[config.mk]
export PLATFORM = sky130hd
export DESIGN_NAME = mem_access_ctrl
export DESIGN_NICKNAME = d
export VERILOG_FILES = /design/src/rtl/mem_access_ctrl_pkg.sv /design/src/rtl/mem_lane_merge.sv /design/src/rtl/mem_access_ctrl.sv
export SDC_FILE = /design/constraint.sdc
export NUM_CORES = 1
export LEC_CHECK = 0
export CAP_MARGIN = 0
export CORE_ASPECT_RATIO = 1.75
export CORE_MARGIN = 2
export CORE_UTILIZATION = 40
export CTS_BUF_LIST = sky130_fd_sc_hd__clkbuf_8
export CTS_CLUSTER_DIAMETER = 200
export DETAILED_ROUTE_END_ITERATION = 12
export PLACE_DENSITY = 0.64
export SLEW_MARGIN = 20
export SYNTH_ARGS = -nofsm -noshare
export SYNTH_HDL_FRONTEND = slang
export SYNTH_HIERARCHICAL = 1
export SYNTH_SLANG_ARGS = --single-unit
[constraint.sdc]
create_clock -name clk -period 3.2 [get_ports clk]
set_input_delay 0.64 -clock clk [delete_from_list [all_inputs] [get_ports clk]]
set_output_delay 0.64 -clock clk [all_outputs]
set_load 0.05 [all_outputs]
[src/rtl/mem_access_ctrl_pkg.sv]
// Shared encodings for the data-RAM access controller: access sizes, FSM states
// and the RAM geometry defaults used when the build does not supply them.
`ifndef MEM_RAM_WIDTH
`define MEM_RAM_WIDTH 12
`endif
`ifndef MEM_RAM_SIZE
`define MEM_RAM_SIZE 4096
`endif

package mem_access_ctrl_pkg;

  localparam logic [1:0] MACC_SZ_BYTE = 2'd0;
  localparam logic [1:0] MACC_SZ_HALF = 2'd1;
  localparam logic [1:0] MACC_SZ_WORD = 2'd2;

  localparam logic [2:0] MACC_IDLE   = 3'd0;
  localparam logic [2:0] MACC_RD     = 3'd1;
  localparam logic [2:0] MACC_RMW_RD = 3'd2;
  localparam logic [2:0] MACC_WR     = 3'd3;
  localparam logic [2:0] MACC_DONE   = 3'd4;
  localparam logic [2:0] MACC_ERR    = 3'd5;

  // Size code 3 is an alias of word, so only byte and half need a merge.
  function automatic logic is_subword(input logic [1:0] size);
    return (size == MACC_SZ_BYTE) || (size == MACC_SZ_HALF);
  endfunction

endpackage

[src/rtl/mem_lane_merge.sv]
// Byte-lane logic shared by the store read-modify-write merge and the
// load extract/extend path. Purely combinational.
module mem_lane_merge
  import mem_access_ctrl_pkg::*;
(
  input  logic [1:0]  i_size,
  input  logic        i_signed,
  input  logic [31:0] i_rdata,
  input  logic [31:0] i_wdata,
  output logic [31:0] o_merged,
  output logic [31:0] o_load
);

  always_comb begin
    o_merged = i_wdata;
    o_load   = i_rdata;
    case (i_size)
      MACC_SZ_BYTE: begin
        o_merged = {i_rdata[31:8], i_wdata[7:0]};
        o_load   = {{24{i_signed & i_rdata[7]}}, i_rdata[7:0]};
      end
      MACC_SZ_HALF: begin
        o_merged = {i_rdata[31:16], i_wdata[15:0]};
        o_load   = {{16{i_signed & i_rdata[15]}}, i_rdata[15:0]};
      end
      default: begin
        o_merged = i_wdata;
        o_load   = i_rdata;
      end
    endcase
  end

endmodule

[src/rtl/mem_access_ctrl.sv]
// Initiator side of the data-RAM re/we handshake for one CPU load/store at a time.
// Define MEM_ACC_TIMEOUT_EN to abort accesses whose *_finished never arrives.
module mem_access_ctrl
  import mem_access_ctrl_pkg::*;
#(
  parameter int ADDR_W    = `MEM_RAM_WIDTH,
  parameter int MEM_SIZE  = `MEM_RAM_SIZE,
  parameter int TO_CYCLES = 16
) (
  input  logic              clk,
  input  logic              clrn,
  input  logic              req,
  input  logic              req_we,
  input  logic [1:0]        req_size,
  input  logic              req_signed,
  input  logic [ADDR_W-1:0] req_addr,
  input  logic [31:0]       req_wdata,
  output logic              busy,
  output logic              resp_valid,
  output logic [31:0]       resp_rdata,
  output logic              resp_err,
  output logic              re,
  output logic [ADDR_W-1:0] read_addr,
  input  logic [31:0]       read_data,
  input  logic              read_finished,
  output logic              we,
  output logic [ADDR_W-1:0] write_addr,
  output logic [31:0]       write_data,
  input  logic              write_finished
);

`ifdef MEM_ACC_TIMEOUT_EN
  localparam logic TO_EN = 1'b1;
`else
  localparam logic TO_EN = 1'b0;
`endif

  logic [2:0]        r_state;
  logic              r_busy;
  logic              r_resp_valid;
  logic [31:0]       r_resp_rdata;
  logic              r_resp_err;
  logic              r_re;
  logic [ADDR_W-1:0] r_read_addr;
  logic              r_we;
  logic [ADDR_W-1:0] r_write_addr;
  logic [31:0]       r_write_data;
  logic [1:0]        r_size;
  logic              r_signed;
  logic [ADDR_W-1:0] r_addr;
  logic [31:0]       r_wdata;
  logic [4:0]        r_cnt;

  logic [31:0]       w_merged;
  logic [31:0]       w_load;
  logic [32:0]       w_addr_end;
  logic              w_oob;
  logic              w_accept;
  logic              w_to_hit;

  // Widened so the last-byte address cannot wrap at the top of the port range.
  assign w_addr_end = 33'(req_addr) + 33'd3;
  assign w_oob      = (w_addr_end >= 33'(MEM_SIZE));
  assign w_accept   = req && !read_finished && !write_finished;
  assign w_to_hit   = TO_EN && (r_cnt == 5'(TO_CYCLES - 1));

  mem_lane_merge u_lane (
    .i_size   (r_size),
    .i_signed (r_signed),
    .i_rdata  (read_data),
    .i_wdata  (r_wdata),
    .o_merged (w_merged),
    .o_load   (w_load)
  );

  always_ff @(posedge clk) begin
    if (clrn) begin
      r_state      <= MACC_IDLE;
      r_busy       <= 1'b0;
      r_resp_valid <= 1'b0;
      r_resp_rdata <= 32'd0;
      r_resp_err   <= 1'b0;
      r_re         <= 1'b0;
      r_read_addr  <= '0;
      r_we         <= 1'b0;
      r_write_addr <= '0;
      r_write_data <= 32'd0;
      r_size       <= 2'd0;
      r_signed     <= 1'b0;
      r_addr       <= '0;
      r_wdata      <= 32'd0;
      r_cnt        <= 5'd0;
    end else begin
      r_resp_valid <= 1'b0;
      r_resp_err   <= 1'b0;
      case (r_state)
        MACC_IDLE: begin
          if (w_accept) begin
            r_size   <= req_size;
            r_signed <= req_signed;
            r_addr   <= req_addr;
            r_wdata  <= req_wdata;
            r_cnt    <= 5'd0;
            r_busy   <= 1'b1;
            if (w_oob) begin
              r_state      <= MACC_ERR;
              r_resp_valid <= 1'b1;
              r_resp_err   <= 1'b1;
            end else if (!req_we) begin
              r_state     <= MACC_RD;
              r_re        <= 1'b1;
              r_read_addr <= req_addr;
            end else if (is_subword(req_size)) begin
              r_state     <= MACC_RMW_RD;
              r_re        <= 1'b1;
              r_read_addr <= req_addr;
            end else begin
              r_state      <= MACC_WR;
              r_we         <= 1'b1;
              r_write_addr <= req_addr;
              r_write_data <= req_wdata;
            end
          end
        end
        MACC_RD, MACC_RMW_RD: begin
          if (read_finished) begin
            r_re  <= 1'b0;
            r_cnt <= 5'd0;
            if (r_state == MACC_RD) begin
              r_resp_rdata <= w_load;
              r_resp_valid <= 1'b1;
              r_state      <= MACC_DONE;
            end else begin
              r_we         <= 1'b1;
              r_write_addr <= r_addr;
              r_write_data <= w_merged;
              r_state      <= MACC_WR;
            end
          end else if (w_to_hit) begin
            // Abandoning here also skips the write half of an RMW.
            r_re         <= 1'b0;
            r_resp_valid <= 1'b1;
            r_resp_err   <= 1'b1;
            r_state      <= MACC_ERR;
          end else begin
            r_cnt <= r_cnt + 5'd1;
          end
        end
        MACC_WR: begin
          if (write_finished) begin
            r_we         <= 1'b0;
            r_resp_valid <= 1'b1;
            r_state      <= MACC_DONE;
          end else if (w_to_hit) begin
            r_we         <= 1'b0;
            r_resp_valid <= 1'b1;
            r_resp_err   <= 1'b1;
            r_state      <= MACC_ERR;
          end else begin
            r_cnt <= r_cnt + 5'd1;
          end
        end
        MACC_DONE, MACC_ERR: begin
          r_state <= MACC_IDLE;
          r_busy  <= 1'b0;
        end
        default: begin
          r_state <= MACC_IDLE;
          r_busy  <= 1'b0;
          r_re    <= 1'b0;
          r_we    <= 1'b0;
        end
      endcase
    end
  end

  assign busy       = r_busy;
  assign resp_valid = r_resp_valid;
  assign resp_rdata = r_resp_rdata;
  assign resp_err   = r_resp_err;
  assign re         = r_re;
  assign read_addr  = r_read_addr;
  assign we         = r_we;
  assign write_addr = r_write_addr;
  assign write_data = r_write_data;

endmodule

**Word level (Yosys, flattened, before mapping)**

Index checks and enable logic that the tools add are counted.

- Equality and inequality tests: 16
- Reductions and logical operators: 22
- $lt $le $gt $ge: 1
- Multiplexer cells: 48
- Add/subtract/negate cells: 1
- Bitwise operators: 7

Operators by type and width:

| kind | count |
|---|---|
| $mux 32 | 6 |
| $pmux 32 s2 | 3 |
| $mux 12 | 8 |
| $pmux 12 s2 | 1 |
| $mux 1 | 19 |
| $mux 3 | 5 |
| $ne 2x2->1 const B | 7 |
| $add 12x2->13 const B | 1 |
| $ge 13x13->1 const B | 1 |
| $pmux 3 s3 | 1 |
| $reduce_and 8->1 | 1 |
| $reduce_and 7->1 | 1 |
| $eq 3x2->1 const B | 2 |
| $eq 3x3->1 const B | 2 |
| $pmux 1 s3 | 2 |
| $reduce_and 3->1 | 2 |
| $reduce_or 2->1 | 3 |
| $reduce_or 3->1 | 2 |
| $not 1->1 | 5 |
| $reduce_and 5->1 | 1 |
| $eq 2x1->1 const B | 2 |
| $logic_not 2->1 | 2 |
| $pmux 1 s4 | 1 |
| $reduce_and 2->1 | 2 |
| 12 further kinds | 15 |

- Word-level logic and storage cells: 109
- Flip-flop bits (word level): 143
- Output and inout port bits: 93
- Input port bits: 85

**Depth between registers and ports, before layout**

Gate-level depths: netlist of the first run.

- Depth in word-level cells: 7
- Gate-level depth with buffers: 7
- Gate-level depth less buffers: 4

**Hierarchy**

Netlist of the first run, hierarchy kept.

Modules (own cells, without submodules):

| module | times used | sequential area each (um^2) | area an instance (um^2) | cells an instance |
|---|---|---|---|---|
| mem_access_ctrl | 1 | 2862.7 | 5970.7 | 738 |
| mem_lane_merge | 1 | 0.0 | 689.4 | 93 |

**Least setup slack after synthesis of the first run**

OpenSTA, ideal clock, no wires.

- Kind: input port to flip-flop
- Start: input write_finished
- End: register r_write_addr[10], in the netlist write_addr[10]
- Arrival: 2.071 ns
- Path buffers: 1
- Setup time: 0.153 ns
- Required time: 3.047 ns
- Cell stages on the path: 5
- Slack: 0.976 ns
- Cell sequence: or3b_4 > o311a_1 > buf_6 > nor2_2 > a221oi_1

- Cells in the longest elaborated chain, start to end: 4

RTL lines:

| item | line | RTL |
|---|---|---|
| from (decl) | mem_access_ctrl.sv:29 | `input logic write_finished` |
| $logic_not 1->1 | mem_access_ctrl.sv:64 | `assign w_accept = req && !read_finished && !write_finished;` |
| $logic_and 1x1->1 | mem_access_ctrl.sv:64 |  |
| $ne 2x2->1 (no line) | n/a |  |
| $reduce_and 7->1 (no line) | n/a |  |
| to (signal assigned) | mem_access_ctrl.sv:120 | `r_write_addr <= req_addr;` |
| to (signal assigned) | mem_access_ctrl.sv:135 | `r_write_addr <= r_addr;` |
| to (decl) | mem_access_ctrl.sv:46 | `logic [ADDR_W-1:0] r_write_addr;` |

Every way passes these cells.
A chain may end at the register's enable or synchronous reset.

**Worst setup path after layout of the first run**

- Start: input read_finished
- End: register r_wdata[22]

- Cells in the longest elaborated chain, start to end: 4

RTL lines:

| item | line | RTL |
|---|---|---|
| from (decl) | mem_access_ctrl.sv:25 | `input logic read_finished,` |
| $logic_not 1->1 | mem_access_ctrl.sv:64 |  |
| $logic_and 1x1->1 (2 in series) | mem_access_ctrl.sv:64 |  |
| $reduce_and 2->1 (no line) | n/a |  |
| to (signal assigned) | mem_access_ctrl.sv:102 | `r_wdata <= req_wdata;` |
| to (decl) | mem_access_ctrl.sv:51 | `logic [31:0] r_wdata;` |

Every way passes these cells.

==> reports/metrics.yaml, run 1 <==
run_status:
  status: "completed"
setup_path:
  path_buf_inv: 2
  criticalPathCategory: "primary input to flop"
  crit_arrival_ps: 2740
  end_kind: "flop"
  crit_path_top_delay_cell: "or3_2"
  r2r_setup_slack_ps: 820
  critPathMaxStageDelay_ps: 610
  startpoint_type: "primary input"
  timing.rr.end: "write_data[2]$_SDFFE_PP0P_"
  reg2reg_depth: 6
  crit_chain: "clkdlybuf4s50_1 > or4b_4 > or3_2 > buf_4 > nand2_1 > a21oi_1"
  required_ps: 3510
  path_delay_family: "simple AND/OR/NAND/NOR gates"
  crit_fanout: 13
  r2r-start: "r_state[0]$_SDFFE_PP0P_"
sta:
  fin_setup_tns_ps: 0
  hold_viol: 0
  timing.final.crit_share: 0.761
  fin_crit_ps: 2440
  drv_slew: 0
  fmax_ghz: 0.411
  finalSetupViolCount: 0
  rsz0062_at_grt: "false"
  maxSlewHeadroom: 0.548
  clock_skew_ps: 15.6
  worst_pin_slew_ps: 677
floorplanning:
  die_x_um: 102
  die_h_um: 175
  core.rowCount: 62
  core_um2: 16400
  initial_core_util: 0.407
  io_pins: 178
  dieArea_um2: 17700
synth:
  syn_area_per_cell_um2: 8.01
  synthCells: 831
  synth_edf_count: 0
  yosys_warnings: 6
  syn-num-nets: 916
  synth.distinct_cells: 50
  async_flop_share: 0
  synth_area_leader_cell: "dfxtp_1"
  ys.flop_type: "dfxtp_1"
  synth_area_leaders: "dfxtp_1 43%, nand2_1 9.9%, a21oi_1 8.8%"
  yosysTopAreaCellShare: 0.430
  syn-cell-area_um2: 6660
  ys_ff_latch: 143
  yosysSeqAreaShare: 0.430
global_routing:
  grt_max_degree: 47
  gr-total-overflow: 0
  antenna_found_initial: 2
  grt_pass1_wl_um: 32900
  grt_use_total: 0.237
  grt_pass1_vias: 6277
finish:
  layout_common_cells: "176 x nand2_1, 176 x clkdlybuf4s50_1, 143 x dfxtp_1"
  final_util: 0.545
  stdcell_area_um2: 8910
  final_nets: 1052
  final-instance-count-excl-fill: 1206
  seqCellArea_um2: 2860
  multi_input_area_um2: 3160
  areaGrowthSynthToFinish_pct: 33.9
  fill_cells: 1537
  drive_above_1_share: 0.121
placed_design:
  place_area_um2: 8560
  dp_cells: 1172
  gp_congestion: 0.885
  dp_hpwl_um: 14100
  io_buffer_count: 177
worst_hold_path:
  min_path_type: "flop to flop"
  holdPathEnd: "resp_rdata[11]$_SDFFE_PP0P_"
  hp-start: "resp_rdata[11]$_SDFFE_PP0P_"
  hold_depth: 2
route:
  dr.pass1.iters: 4
  viasPerCell: 5.40
  wl_per_cell_um: 17.5
  vias: 6513
  wl_um: 21100
  drc_errors: 0
  ant_nets: 0
  drtIter0Drc: 275
clock_tree:
  tritoncts: "done"
  ctsResizeCount: 0
  clk-insertion-delay-late_ps: 460
  root_buffer: "clkbuf_8"
  cts.path.max_buffers: 2
  cts_hold_buf: 0
  cts_setup_buffers: 0
  path_clk_slew_ps: 80
  cts_htree_levels: 4
  cts-buffers-inserted: 17
  cts.sinks: 143
power_and_ir_drop:
  ir_drop_v: 0.000315
  power.leakage_nw: 3.08
  p_per_area_nw_per_um2: 612
run:
  drv_cap: 0
## worst max path at each step
stage | startpoint | end | slack [ps] | depth (start not counted)
finish | read_finished | r_wdata[22]$_SDFFE_PP0P_ | 760 | 6
detailed placement | read_finished | r_wdata[26]$_SDFFE_PP0P_ | 310 | 6
global route | r_state[0]$_SDFFE_PP0P_ | write_data[17]$_SDFFE_PP0P_ | 650 | 6
global placement | read_finished | r_wdata[23]$_SDFFE_PP0P_ | 350 | 6
CTS | read_finished | r_wdata[22]$_SDFFE_PP0P_ | 800 | 6
floorplan | write_finished | write_addr[10]$_SDFFE_PP0P_ | 980 | 5
## layout make-up
cell class / instances / share of cell area
repair buffers: 208 / 0.229
inverters: 58 / 0.0244
multi-input cells: 539 / 0.354
well taps: 224 / 0.0314
diodes: 2 / 0.000561
flip-flops and latches: 143 / 0.321
clock buffers: 17 / 0.0262
clock inverters: 15 / 0.0135
## registers in the layout, summed over array words and instances (netlist names)
| register | cells |
|---|---|
| r_addr | 12 |
| we | 1 |
| busy | 1 |
| resp_valid | 1 |
| r_wdata | 32 |
| re | 1 |
| r_signed | 1 |
| write_addr | 12 |
| resp_rdata | 32 |
| resp_err | 1 |
| read_addr | 12 |
| r_state | 3 |
| r_size | 2 |
| write_data | 32 |
## synth_stat cells, types with 3 or more instances
| master | count |
|---|---|
| a311oi_1 | 12 |
| and3_1 | 4 |
| clkbuf_1 | 54 |
| nand2_1 | 176 |
| mux2i_1 | 3 |
| a21oi_1 | 117 |
| a31o_2 | 12 |
| a21o_1 | 10 |
| a221oi_1 | 35 |
| mux2_2 | 22 |
| a221oi_2 | 8 |
| buf_2 | 15 |
| inv_1 | 58 |
| buf_6 | 6 |
| or3_1 | 3 |
| o22ai_1 | 8 |
| nor2_1 | 4 |
| buf_4 | 16 |
| dfxtp_1 | 143 |
| o21ai_0 | 87 |
## layer usage
layer | global-route usage | vias up | share of wire
met4 | 0.128 | 0 | 0.039
met1 | 0.261 | 3074 | 0.39
met3 | 0.0464 | 52 | 0.051
li1 | - | 3166 | -
met5 | 0 | - | 0
met2 | 0.416 | 221 | 0.52
## worst reg2reg max path, delay by kind of cell (launching register included)
| family | cells | cell delay, ps |
|---|---|---|
| flip-flops | 1 | 730 |
| buffers and inverters | 2 | 570 |
| AND/OR/NAND/NOR | 1 | 450 |
| AO/OA/AOI/OAI | 2 | 410 |
| XOR/XNOR | 1 | 140 |
## power breakdown
part           switching [mW]  internal (mW)  total, mW
sequential              0.119           1.94       2.06
clock                   0.746          0.608       1.35
combinational            1.34          0.707       2.05
## logic make-up (layout without fill, tap and decap cells)
| logic type | count (synthesis) | after routing | share of synthesized area |
|---|---|---|---|
| XOR/XNOR | 2 | 2 | 0.00263 |
| flip-flops | 143 | 143 | 0.430 |
| other | 0 | 2 | 0 |
| buffers and inverters | 149 | 298 | 0.103 |
| AO/OA/AOI/OAI | 303 | 303 | 0.288 |
| multiplexers | 27 | 27 | 0.0462 |
| AND/OR/NAND/NOR | 207 | 207 | 0.130 |
## stage by stage
stage               total power [mW]  setup WS [ps]  hold WS (ps)
finish                          5.46            764           455
global route                    5.72            650           471
CTS                             5.49            799           457
detailed placement              4.14            313           446
global placement                4.13            355           439
floorplan                       3.39            976           433
Note: power is estimated with default switching activity, not from simulation.
==> run 2: changes to the inputs <==
Settings changed: PLACE_DENSITY 0.64 to 0.67.
Clock period 3.2 ns to 2.2 ns, I/O delays scaled along.
==> run 2 against run 1 <==
Net effect: cell area increased by 5.3%; final cell count rose by 3.7%; power up 54%; critical path depth decreased by 5; first-iteration DRC count decreased by 4.4%; via count is 2.0% higher; flip-flop and latch count unchanged; routed wire length is essentially flat; worst setup slack worse by 690 ps; worst hold slack worse by 41 ps; clock skew grew 2.7 ps; highest routed layer unchanged.
==> reports/metrics.yaml, run 2 (same netlist as run 1, synthesis figures left out) <==
setup_path:
  crit_fanout: 3  # -10
  end_kind: "primary output"
  required_ps: 1760  # -1750 ps
  startpoint: "write_data[4]$_SDFFE_PP0P_"
  path_depth: 1  # -5
  crit_arrival_ps: 1680  # -1060 ps
  crit_chain: "clkdlybuf4s50_1"
  crit_path_top_delay_cell: "clkdlybuf4s50_1"
  critPathMaxStageDelay_ps: 830  # +220 ps
  r2r-start: "r_state[0]$_SDFFE_PP0P_"
  setup.worst_path.end: "write_data[4]"
  r2r_setup_slack_ps: 110  # -710 ps
  startpoint_type: "flop"
  path_buf_inv: 1  # -1
  timing.rr.end: "write_addr[9]$_SDFFE_PP0P_"
  path_delay_family: "buffers and inverters"
  criticalPathCategory: "flop to primary output"
  reg2reg_depth: 4  # -2
sta:
  maxSlewHeadroom: 0.451  # -0.0975
  fmax_ghz: 0.471
  clock_skew_ps: 18.3  # +2.69 ps
  drv_slew: 0  # unchanged
  worst_pin_slew_ps: 817  # +140 ps
  rsz0062_at_grt: "false"
  fin_ws_ps: 78.4  # -686 ps
  finalSetupViolCount: 0  # unchanged
  hold_viol: 0  # unchanged
  fin_crit_ps: 2120
  timing.final.crit_share: 0.964
finish:
  final_util: 0.573  # +0.0287
  layout_common_cells: "176 x nand2_1, 176 x clkdlybuf4s50_1, 143 x dfxtp_1"
  num_antenna_cells: 0  # -2
  areaGrowthSynthToFinish_pct: 40.9
  final_nets: 1099  # +4.5%
  stdcell_area_um2: 9380  # +5.3%
  drive_above_1_share: 0.163  # +0.0412
global_routing:
  gr-total-overflow: 0  # unchanged
  grt_pass1_wl_um: 33300  # +1.4%
  antenna_found_initial: 0  # -2
  grt_pass1_vias: 6518  # +3.8%
  grt_max_degree: 36  # -23%
  grt_use_total: 0.239  # +0.00178
clock_tree:
  cts_hold_buf: 0  # unchanged
  cts.path.max_buffers: 2  # unchanged
  ctsResizeCount: 0  # unchanged
  cts_htree_levels: 4  # unchanged
  tritoncts: "done"
  cts.sinks: 143  # unchanged
  clk-insertion-delay-late_ps: 440  # -20 ps
  cts-buffers-inserted: 17  # unchanged
  cts_setup_buffers: 0  # unchanged
  path_clk_slew_ps: 90  # about the same
  root_buffer: "clkbuf_8"
power_and_ir_drop:
  intPower_mw: 5.16  # +59%
  pwr-share-comb: 0.378  # +0.003
  report.power.total_mw: 8.39  # +54%
  clkPwrFrac: 0.265  # +0.017
  ir_drop_v: 0.000523  # +66%
  power.leakage_nw: 3.35  # +8.9%
  p_per_area_nw_per_um2: 894  # +46%
  p_sw_frac: 0.384  # -0.0193
  p_sw_mw: 3.22  # +46%
  seq_power_share: 0.357  # -0.020
placed_design:
  io_buffer_count: 177  # unchanged
  pre_cts_ws_ps: -323  # -635 ps
  place_area_um2: 8970  # +4.9%
  dp_hpwl_um: 15000  # +6.8%
  gp_congestion: 0.833  # -5.8%
run:
  drv_cap: 0  # unchanged
floorplanning:
  die_x_um: 102  # unchanged
  die_h_um: 175  # unchanged
  core_um2: 16400  # unchanged
  io_pins: 178  # unchanged
  initial_core_util: 0.407  # unchanged
  dieArea_um2: 17700  # unchanged
  core.rowCount: 62  # unchanged
route:
  drc_errors: 0  # unchanged
  viasPerCell: 5.31  # -1.7%
  vias: 6643  # +2.0%
  wl_um: 21100  # about the same
  drtIter0Drc: 263  # -4.4%
  ant_nets: 0  # unchanged
  dr.pass1.iters: 5  # +1
  wl_per_cell_um: 16.9  # -3.6%
worst_hold_path:
  min_path_type: "primary input to flop"
run_status:
  status: "completed"
-- run 2: power by group through the flow --
| stage | combinational (mW) | sequential, mW | clock (mW) |
|---|---|---|---|
| after floorplan | 1.31 | 3.62 | 0 |
| after global placement | 3.14 | 3.05 | 0 |
| after detailed placement | 3.17 | 3.05 | 0 |
| after CTS | 3.18 | 2.99 | 2.27 |
| after global routing | 3.39 | 3.02 | 2.37 |
| final | 3.17 | 2.99 | 2.23 |
-- run 2: area by class of cell --
cell class	count	area, um^2
well taps	224	280
repair buffers	255	2450
fillers	1539	6980
clock inverters	14	165
multi-input cells	539	3160
clock buffers	18	248
flip-flops and latches	143	2860
inverters	58	218
-- run 2: how the worst min path moves through the flow --
stage | startpoint | to | cells after the start | slack [ps]
after floorplan | r_wdata[10]$_SDFFE_PP0P_ | r_wdata[10]$_SDFFE_PP0P_ | 2 | 430
after global placement | r_wdata[30]$_SDFFE_PP0P_ | r_wdata[30]$_SDFFE_PP0P_ | 2 | 440
after detailed placement | r_wdata[29]$_SDFFE_PP0P_ | r_wdata[29]$_SDFFE_PP0P_ | 2 | 440
after CTS | clrn | r_addr[7]$_SDFFE_PP0P_ | 2 | 390
after global routing | clrn | r_addr[11]$_SDFFE_PP0P_ | 2 | 420
final | clrn | r_addr[9]$_SDFFE_PP0P_ | 2 | 410
-- run 2: metrics by stage --
step / instances / setup TNS (ps) / hold WS, ps
floorplan: 831 / 0 / 433
global placement: 1219 / -21530 / 439
detailed placement: 1219 / -25120 / 445
CTS: 1251 / 0 / 395
global route: 1251 / 0 / 418
finish: 1251 / 0 / 414
-- run 2: per-layer routing --
layer  global-route usage  wire length (um)  vias to the layer above
li1                     -                 -                     3253
met1                0.268              8270                     3151
met2                0.429             11300                      200
met3               0.0440               928                       39
met4                0.102               629                        0
met5                    0                 0                        -
